===== src/rtl/ram_cmd_arbiter.sv =====
// ram_cmd_arbiter: two-requester round-robin front end for the command-driven RAM.
// Each granted word transaction becomes a two-command RAM sequence. A read
// result (or a read timeout) is returned as a one-cycle response pulse to the
// requester that owns the transaction.
module ram_cmd_arbiter #(
    parameter int ADDR_SIZE  = 8,
    parameter int RD_TIMEOUT = 4
) (
    input  logic                   clk,
    input  logic                   rst_n,
    input  logic [1:0]             req_valid,
    input  logic [1:0]             req_we,
    input  logic [2*ADDR_SIZE-1:0] req_addr,
    input  logic [2*ADDR_SIZE-1:0] req_wdata,
    output logic [1:0]             req_ready,
    output logic [1:0]             rsp_valid,
    output logic [ADDR_SIZE-1:0]   rsp_data,
    output logic                   rsp_err,
    output logic                   busy,
    output logic [ADDR_SIZE+1:0]   ram_din,
    output logic                   ram_rx_valid,
    input  logic [ADDR_SIZE-1:0]   ram_dout,
    input  logic                   ram_tx_valid
);

    localparam int CW = $clog2(RD_TIMEOUT + 1);

    // RAM opcodes
    localparam logic [1:0] OP_WADDR = 2'b00;
    localparam logic [1:0] OP_WDATA = 2'b01;
    localparam logic [1:0] OP_RADDR = 2'b10;
    localparam logic [1:0] OP_READ  = 2'b11;

    typedef enum logic [2:0] {
        IDLE,
        CMD1,
        CMD2,
        WAIT_RD,
        RESP
    } state_t;

    state_t                 state;
    state_t                 state_nxt;
    logic                   last_grant;
    logic                   grant;
    logic                   we;
    logic [ADDR_SIZE-1:0]   addr;
    logic [ADDR_SIZE-1:0]   wdata;
    logic [ADDR_SIZE-1:0]   data;
    logic                   err;
    logic [CW-1:0]          cnt;

    logic                   any_req;
    logic                   sel;
    logic                   sel_we;
    logic [ADDR_SIZE-1:0]   sel_addr;
    logic [ADDR_SIZE-1:0]   sel_wdata;
    logic                   timeout;

    assign any_req = |req_valid;
    assign timeout = (cnt == CW'(RD_TIMEOUT));

    // Round-robin pick: on a tie the requester that did not win last goes;
    // a lone requester always wins.
    always_comb begin
        sel = req_valid[1];
        if (req_valid == 2'b11) sel = ~last_grant;
    end

    // Payload of the requester being picked this cycle
    always_comb begin
        sel_we    = sel ? req_we[1] : req_we[0];
        sel_addr  = sel ? req_addr[2*ADDR_SIZE-1:ADDR_SIZE]  : req_addr[ADDR_SIZE-1:0];
        sel_wdata = sel ? req_wdata[2*ADDR_SIZE-1:ADDR_SIZE] : req_wdata[ADDR_SIZE-1:0];
    end

    // State register
    always_ff @(posedge clk or negedge rst_n) begin
        if (!rst_n) state <= IDLE;
        else        state <= state_nxt;
    end

    // Next-state logic and the combinational accept strobe
    always_comb begin
        state_nxt = state;
        req_ready = 2'b00;
        case (state)
            IDLE: begin
                if (any_req) begin
                    req_ready = sel ? 2'b10 : 2'b01;
                    state_nxt = CMD1;
                end
            end
            CMD1:    state_nxt = CMD2;
            CMD2:    state_nxt = we ? RESP : WAIT_RD;
            WAIT_RD: if (ram_tx_valid || timeout) state_nxt = RESP;
            RESP:    state_nxt = IDLE;
            default: state_nxt = IDLE;
        endcase
    end

    // Transaction latch, read capture and wait counter
    always_ff @(posedge clk or negedge rst_n) begin
        if (!rst_n) begin
            last_grant <= 1'b1;
            grant      <= 1'b0;
            we         <= 1'b0;
            addr       <= '0;
            wdata      <= '0;
            data       <= '0;
            err        <= 1'b0;
            cnt        <= '0;
        end else begin
            case (state)
                IDLE: begin
                    if (any_req) begin
                        grant      <= sel;
                        last_grant <= sel;
                        we         <= sel_we;
                        addr       <= sel_addr;
                        wdata      <= sel_wdata;
                        data       <= '0;
                        err        <= 1'b0;
                    end
                end
                // WAIT_RD always starts with a fresh count
                CMD2: cnt <= '0;
                WAIT_RD: begin
                    if (ram_tx_valid) begin
                        data <= ram_dout;
                    end else if (timeout) begin
                        err  <= 1'b1;
                        data <= '0;
                    end else begin
                        cnt <= cnt + CW'(1);
                    end
                end
                default: ;
            endcase
        end
    end

    // Outputs decoded from the registered state and transaction latch
    always_comb begin
        ram_din      = '0;
        ram_rx_valid = 1'b0;
        rsp_valid    = 2'b00;
        rsp_data     = '0;
        rsp_err      = 1'b0;
        case (state)
            CMD1: begin
                ram_rx_valid = 1'b1;
                ram_din      = {(we ? OP_WADDR : OP_RADDR), addr};
            end
            CMD2: begin
                ram_rx_valid = 1'b1;
                ram_din      = we ? {OP_WDATA, wdata} : {OP_READ, {ADDR_SIZE{1'b0}}};
            end
            RESP: begin
                rsp_valid = grant ? 2'b10 : 2'b01;
                rsp_data  = data;
                rsp_err   = err;
            end
            default: ;
        endcase
    end

    assign busy = (state != IDLE);

endmodule


===== config.mk =====
export PLATFORM = sky130hd
export DESIGN_NAME = ram_cmd_arbiter
export DESIGN_NICKNAME = d
export VERILOG_FILES = /design/src/rtl/ram_cmd_arbiter.sv
export SDC_FILE = /design/constraint.sdc
export NUM_CORES = 1
export LEC_CHECK = 0
export CAP_MARGIN = 25
export CELL_PAD_IN_SITES_DETAIL_PLACEMENT = 0
export CELL_PAD_IN_SITES_GLOBAL_PLACEMENT = 2
export CORE_UTILIZATION = 25
export DETAILED_ROUTE_END_ITERATION = 7
export PLACE_DENSITY_LB_ADDON = 0.1
export SETUP_SLACK_MARGIN = 0.15
export SLEW_MARGIN = 20
export SYNTH_ARGS = -nofsm -noshare
export SYNTH_HDL_FRONTEND = slang
export SYNTH_SLANG_ARGS = --single-unit

===== constraint.sdc =====
create_clock -name clk -period 2.2 [get_ports clk]
set_clock_uncertainty 0.2 [all_clocks]
set_input_delay 0.66 -clock clk [delete_from_list [all_inputs] [get_ports clk]]
set_output_delay 0.66 -clock clk [all_outputs]
set_load 0.03 [all_outputs]

Word level (Yosys, flattened, before mapping):

Index checks and enable logic that the tools add are counted.

* latch bits: 0
* output and inout port bits: 25
* memory bits (writable): 0
* bits in read-only memories: 0
* logic and storage cells: 65
* memories kept: 0
* register bits: 34

* equal/unequal tests: 12
* add/sub/neg operators: 1
* mux-type cells: 30
* reductions and logical operators: 12
* $lt $le $gt $ge: 0
* shift operators: 0
* multiply operators: 0
* bitwise operators: 1
* div/mod/pow operators: 0

Operators with widths (number)
* $mux W8: 6
* $pmux W10 S2: 1
* $pmux W8 S2: 1
* $mux W3: 5
* $mux W2: 6
* $pmux W3 S4: 1
* $mux W10: 1
* $ne A2 B2 Y1 const B: 5
* $mux W1: 7
* $eq A3 B2 Y1 const B: 2
* $eq A3 B3 Y1 const B: 2
* $pmux W3 S2: 1
* $reduce_and A3 Y1: 2
* $reduce_and A2 Y1: 2
* $reduce_and A4 Y1: 1
* $reduce_bool A2 Y1: 2
* $reduce_or A2 Y1: 2
* $add A3 B1 Y3 const B: 1
* $eq A3 B1 Y1 const B: 1
* $logic_not A3 Y1: 1
* $ne A3 B3 Y1 const B: 1
* $reduce_bool A3 Y1: 1
* $eq A2 B2 Y1 const B: 1
* $pmux W1 S2: 1
* 2 further kinds: 2

Depth between registers and ports, before layout:

* depth in word-level cells: 5
* mapped depth: 7
* depth with buffers taken out: 5

Worst setup path after synthesis:

Ideal clock, no wire load.

* path kind: reg2out
* start: reg state[1]
* end: out req_ready[0]
* data required time: 1.340 ns
* stages on the path, launching flop included: 6
* setup slack: -0.199 ns
* path buffers: 2
* arrival time: 1.539 ns
* cells stage by stage: dfrtp_1 -> buf_6 -> nor3_4 -> o21ai_2 -> clkbuf_1 -> nor2_1

* cells in the longest elaborated chain, start to end: 2

Ends and longest elaborated chain
* start: declaration: line 42 `state_t state;`
* start signal: assignment: line 80 `else state <= state_nxt;`
* $logic_not A3 Y1: line 87 `case (state)`
* $mux W2: line 87
* end: declaration: line 15 `output logic [1:0] req_ready,`

No other way between the ends.

Worst setup path after layout:

* start: reg state[0]
* end: out ram_din[8]

* cells in the longest elaborated chain, start to end: 2
* elaborated cells between the ends (all ways): 3
* those cells by class: eq/ne (2); mux (1)

Ends and longest elaborated chain
* $eq A3 B2 Y1 / $eq A3 B1 Y1 (equally long branches): line 150 `case (state)`
* $pmux W10 S2 *: line 150
* end: declaration: line 20 `output logic [ADDR_SIZE+1:0] ram_din,`

Every way passes the cells marked *; elsewhere a longest branch is shown, timed or not.

==> run summary <==
The run finished, with violations left. The checks that failed: negative setup slack. The routed via count divided by cell count came out at 4.665. The post-layout minimum cycle time came out at 2.384 ns.

Among all stages on the critical path, the largest delay is contributed by dfrtp_1. The synthesis-to-layout area growth is 70.91%. The post-layout worst setup margin is -0.1842 ns. The number of port buffers came out at 71. By instance count, the cell type seen most on the critical path is buf_4. Power comes to 0.004081 W.

The via count of the first global-routing pass is 1783. Data on the critical path is required at its endpoint by 1.34 ns. The area of the die came out at 7745 um2. The sequential-to-total area share from yosys stat came out at 0.4608. Timing would allow up to 0.4194 GHz. Leaving out fill and tap cells, the most frequent cells in the layout are clkdlybuf4s50_1 (44), dfrtp_1 (32), o21ai_1 (27), buf_4 (27), buf_6 (26). The distinct cell type count after synthesis is 40. The H-tree depth reported by CTS came out at 2. The routability congestion estimate from global placement came out at 0.8073. The total track usage came out at 0.1571. The library cell used most frequently in the layout, excluding fill and tap cells, is clkdlybuf4s50_1. The share of the core filled with cells is 0.4527. The number of antenna cells inserted is 0. The initial utilization of the core area, before any placement, comes to 0.2649. The fraction of layout instances using a drive strength above 1 is 0.3564. After global routing the overflow that remains totals 0.

The kind of critical path is register to primary output. The horizontal extent of the die is 88.01 um. The data arrival at the endpoint of the critical path is 1.52 ns. After synthesis, the share of flip-flops with an asynchronous set or reset is 1.000. TritonCTS built the clock tree. Pin placement for this block handled 72 I/O pins. The initial antenna violation count came out at 0. The routed layout has 1796 vias. The tightest min-delay check is of the register to register type.

The final critical-path share of the clock period came out at 1.084. The area fraction of the dominant cell type after synthesis is 0.4465. Broken down by cell family, the worst path's largest delay share belongs to flip-flops. Of all nets on the critical path, the largest fanout is 8.

The final non-filler cell total came out at 385. The net count after synthesis came out at 242. The final sum of negative setup slack came out at -3.764 ns.

For this design the ratio of total power to cell area is 1291 nW/um2. Entering global routing, the biggest net connects 35 pins. The clock drives 34 sinks. The clock root buffer master is clkbuf_8.

Yosys printed 0 warnings. The leakage power came out at 1.371 nW. The largest single stage delay on the critical path is 0.43 ns. The DRC marker count from the first detailed-route iteration came out at 48. The remaining design rule violation count came out at 0.

The number of max-slew violations in the final report is 0. The fill cell instance count of the final layout came out at 707. The die height is 88.01 um. The wire length of the first global-routing pass came out at 9059 um. Measured against its own limit, the worst slew margin works out to 0.7854. The count of antenna-violating nets left after detailed routing came out at 0. The clock transition at the registers of the reported paths is 0.07 ns. The number of buffers created by CTS came out at 5. The synthesized netlist cell count came out at 193. The clock latency of the later-clocked register in the worst-skew pair came out at 0.29 ns.

The kind of start point of the critical path is a register. The post-placement cell count came out at 370. The placeable core region came out at 6982 um2.

Max-cap violations in this run came to 0. The number of hold violations in the final report came to 0. Yosys attributes the largest share of cell area to dfrtp_1 (45%), o21ai_1 (7.3%), mux2i_1 (6.5%). The routed length per instance is 14.61 um. STA classifies the critical path endpoint as a primary output.

The post-synthesis sequential element count is 34. Together, buffers and inverters on the worst path number 3. Setup repair after global routing could not meet its margin everywhere. The biggest area contributor in the post-synthesis netlist is dfrtp_1. The final layout contains routed wiring with a total length of 5624 um. The area of the mapped netlist came out at 1849 um2. For this run, the detailed router's first-pass iteration total came to 4. The slew at the pin closest to its max-slew limit came out at 0.3195 ns. The maximum resistive drop on vdd came out at 428.8 uV.

In this run, synthesis inferred 0 flip-flops with an integrated enable. The final HPWL from detailed placement is 3932 um. In the synthesized netlist the dominant register cell turns out to be dfrtp_1. The synthesized area per cell came out at 9.582 um2. At the end of the flow, the number of nets in the layout was 337. The final count of negative-setup-slack endpoints is 25.

The initialized floorplan defines 30 standard-cell rows. The critical path goes through buf_4 -> or3b_1 -> inv_1 -> buf_4. The clock passes through at most 2 buffers.
## sequential cells by signal, indices dropped and copies added, names as in the netlist
name and cells:
last_grant 1, wdata 8, addr 8, grant 1, data 8, cnt 3
state 3, err 1, we 1
## through the flow
stage,setup WS [ns],area [um2],hold slack (ns)
after floorplan,-0.003715,1966,0.1644
after global routing,-0.2464,3161,0.3119
final,-0.1842,3161,0.2909
after detailed placement,-0.3964,2816,0.2746
after global placement,-0.3798,2816,0.2677
after CTS,-0.1855,3068,0.3022
## cell type report
type | count | area, um2 | area share
clock buffers | 7 | 86.33 | 0.02732
flip-flops and latches | 34 | 853.3 | 0.2700
multi-input cells | 139 | 1076 | 0.3405
repair buffers | 101 | 988.4 | 0.3127
inverters | 7 | 31.28 | 0.009897
well taps | 96 | 120.1 | 0.03800
clock inverters | 1 | 5.005 | 0.001584
## worst reg2reg max path: stages, from the launching register on
cell	delay (ns)
dfrtp_1	0.43
buf_4	0.19
nor3_4	0.25
inv_4	0.10
buf_4	0.14
buf_4	0.12
o32a_2	0.25
a22o_1	0.26
## power by group
group / internal [W] / switching [W]
Combinational: 0.00113 / 0.00133
Clock: 0.000252 / 0.000226
Sequential: 0.000919 / 0.000227
## Yosys cell counts (all sizes together) (2+ instances only)
cell / number
a21o: 2
ha: 2
buf: 7
and2: 11
nor3: 3
inv: 7
nand2: 16
a21oi: 10
mux2i: 12
o211ai: 8
o21ai: 29
clkbuf: 6
nor2b: 3
nand3: 15
dfrtp: 33
nor2: 7
a22o: 8
## logic make-up after synthesis
logic type	synth area share
compound gates	0.2185
fa+ha+maj	0.01353
simple gates	0.1759
xor+xnor	0.004737
mux	0.06496
buf+inv	0.06157
flops	0.4608
## path summary, 6_finish.rpt
kind                                      start                     end  slack, ns  cells after the start
max                        state[0]$_DFFE_PN0P_              ram_din[8]      -0.18                      4
min                             err$_DFFE_PN0P_         err$_DFFE_PN0P_       0.29                      1
max reg2reg                state[0]$_DFFE_PN0P_     data[6]$_DFFE_PN0P_       0.14                      7
min reg2reg                     err$_DFFE_PN0P_         err$_DFFE_PN0P_       0.29                      1
max in group asynchronous                 rst_n  last_grant$_DFFE_PN1P_       1.00                      2
min in group asynchronous                 rst_n         err$_DFFE_PN0P_       0.55                      2
## metal layers
metal  global-route usage  wire length [um]
met1               0.1987              2435
met2               0.2678              2871
met3              0.03393               229
met4              0.04769                88
met5                    0                 0
## repair_timing
item | in CTS | in global routing
pin swaps | 11 | 7
gates resized for setup | 42 | 18
hold buffers | 0 | 0
endpoints found under the setup margin | 28 | 25
setup buffers | 3 | 2
gates cloned | 2 | 0
Note: power is estimated with default switching activity, not from simulation.
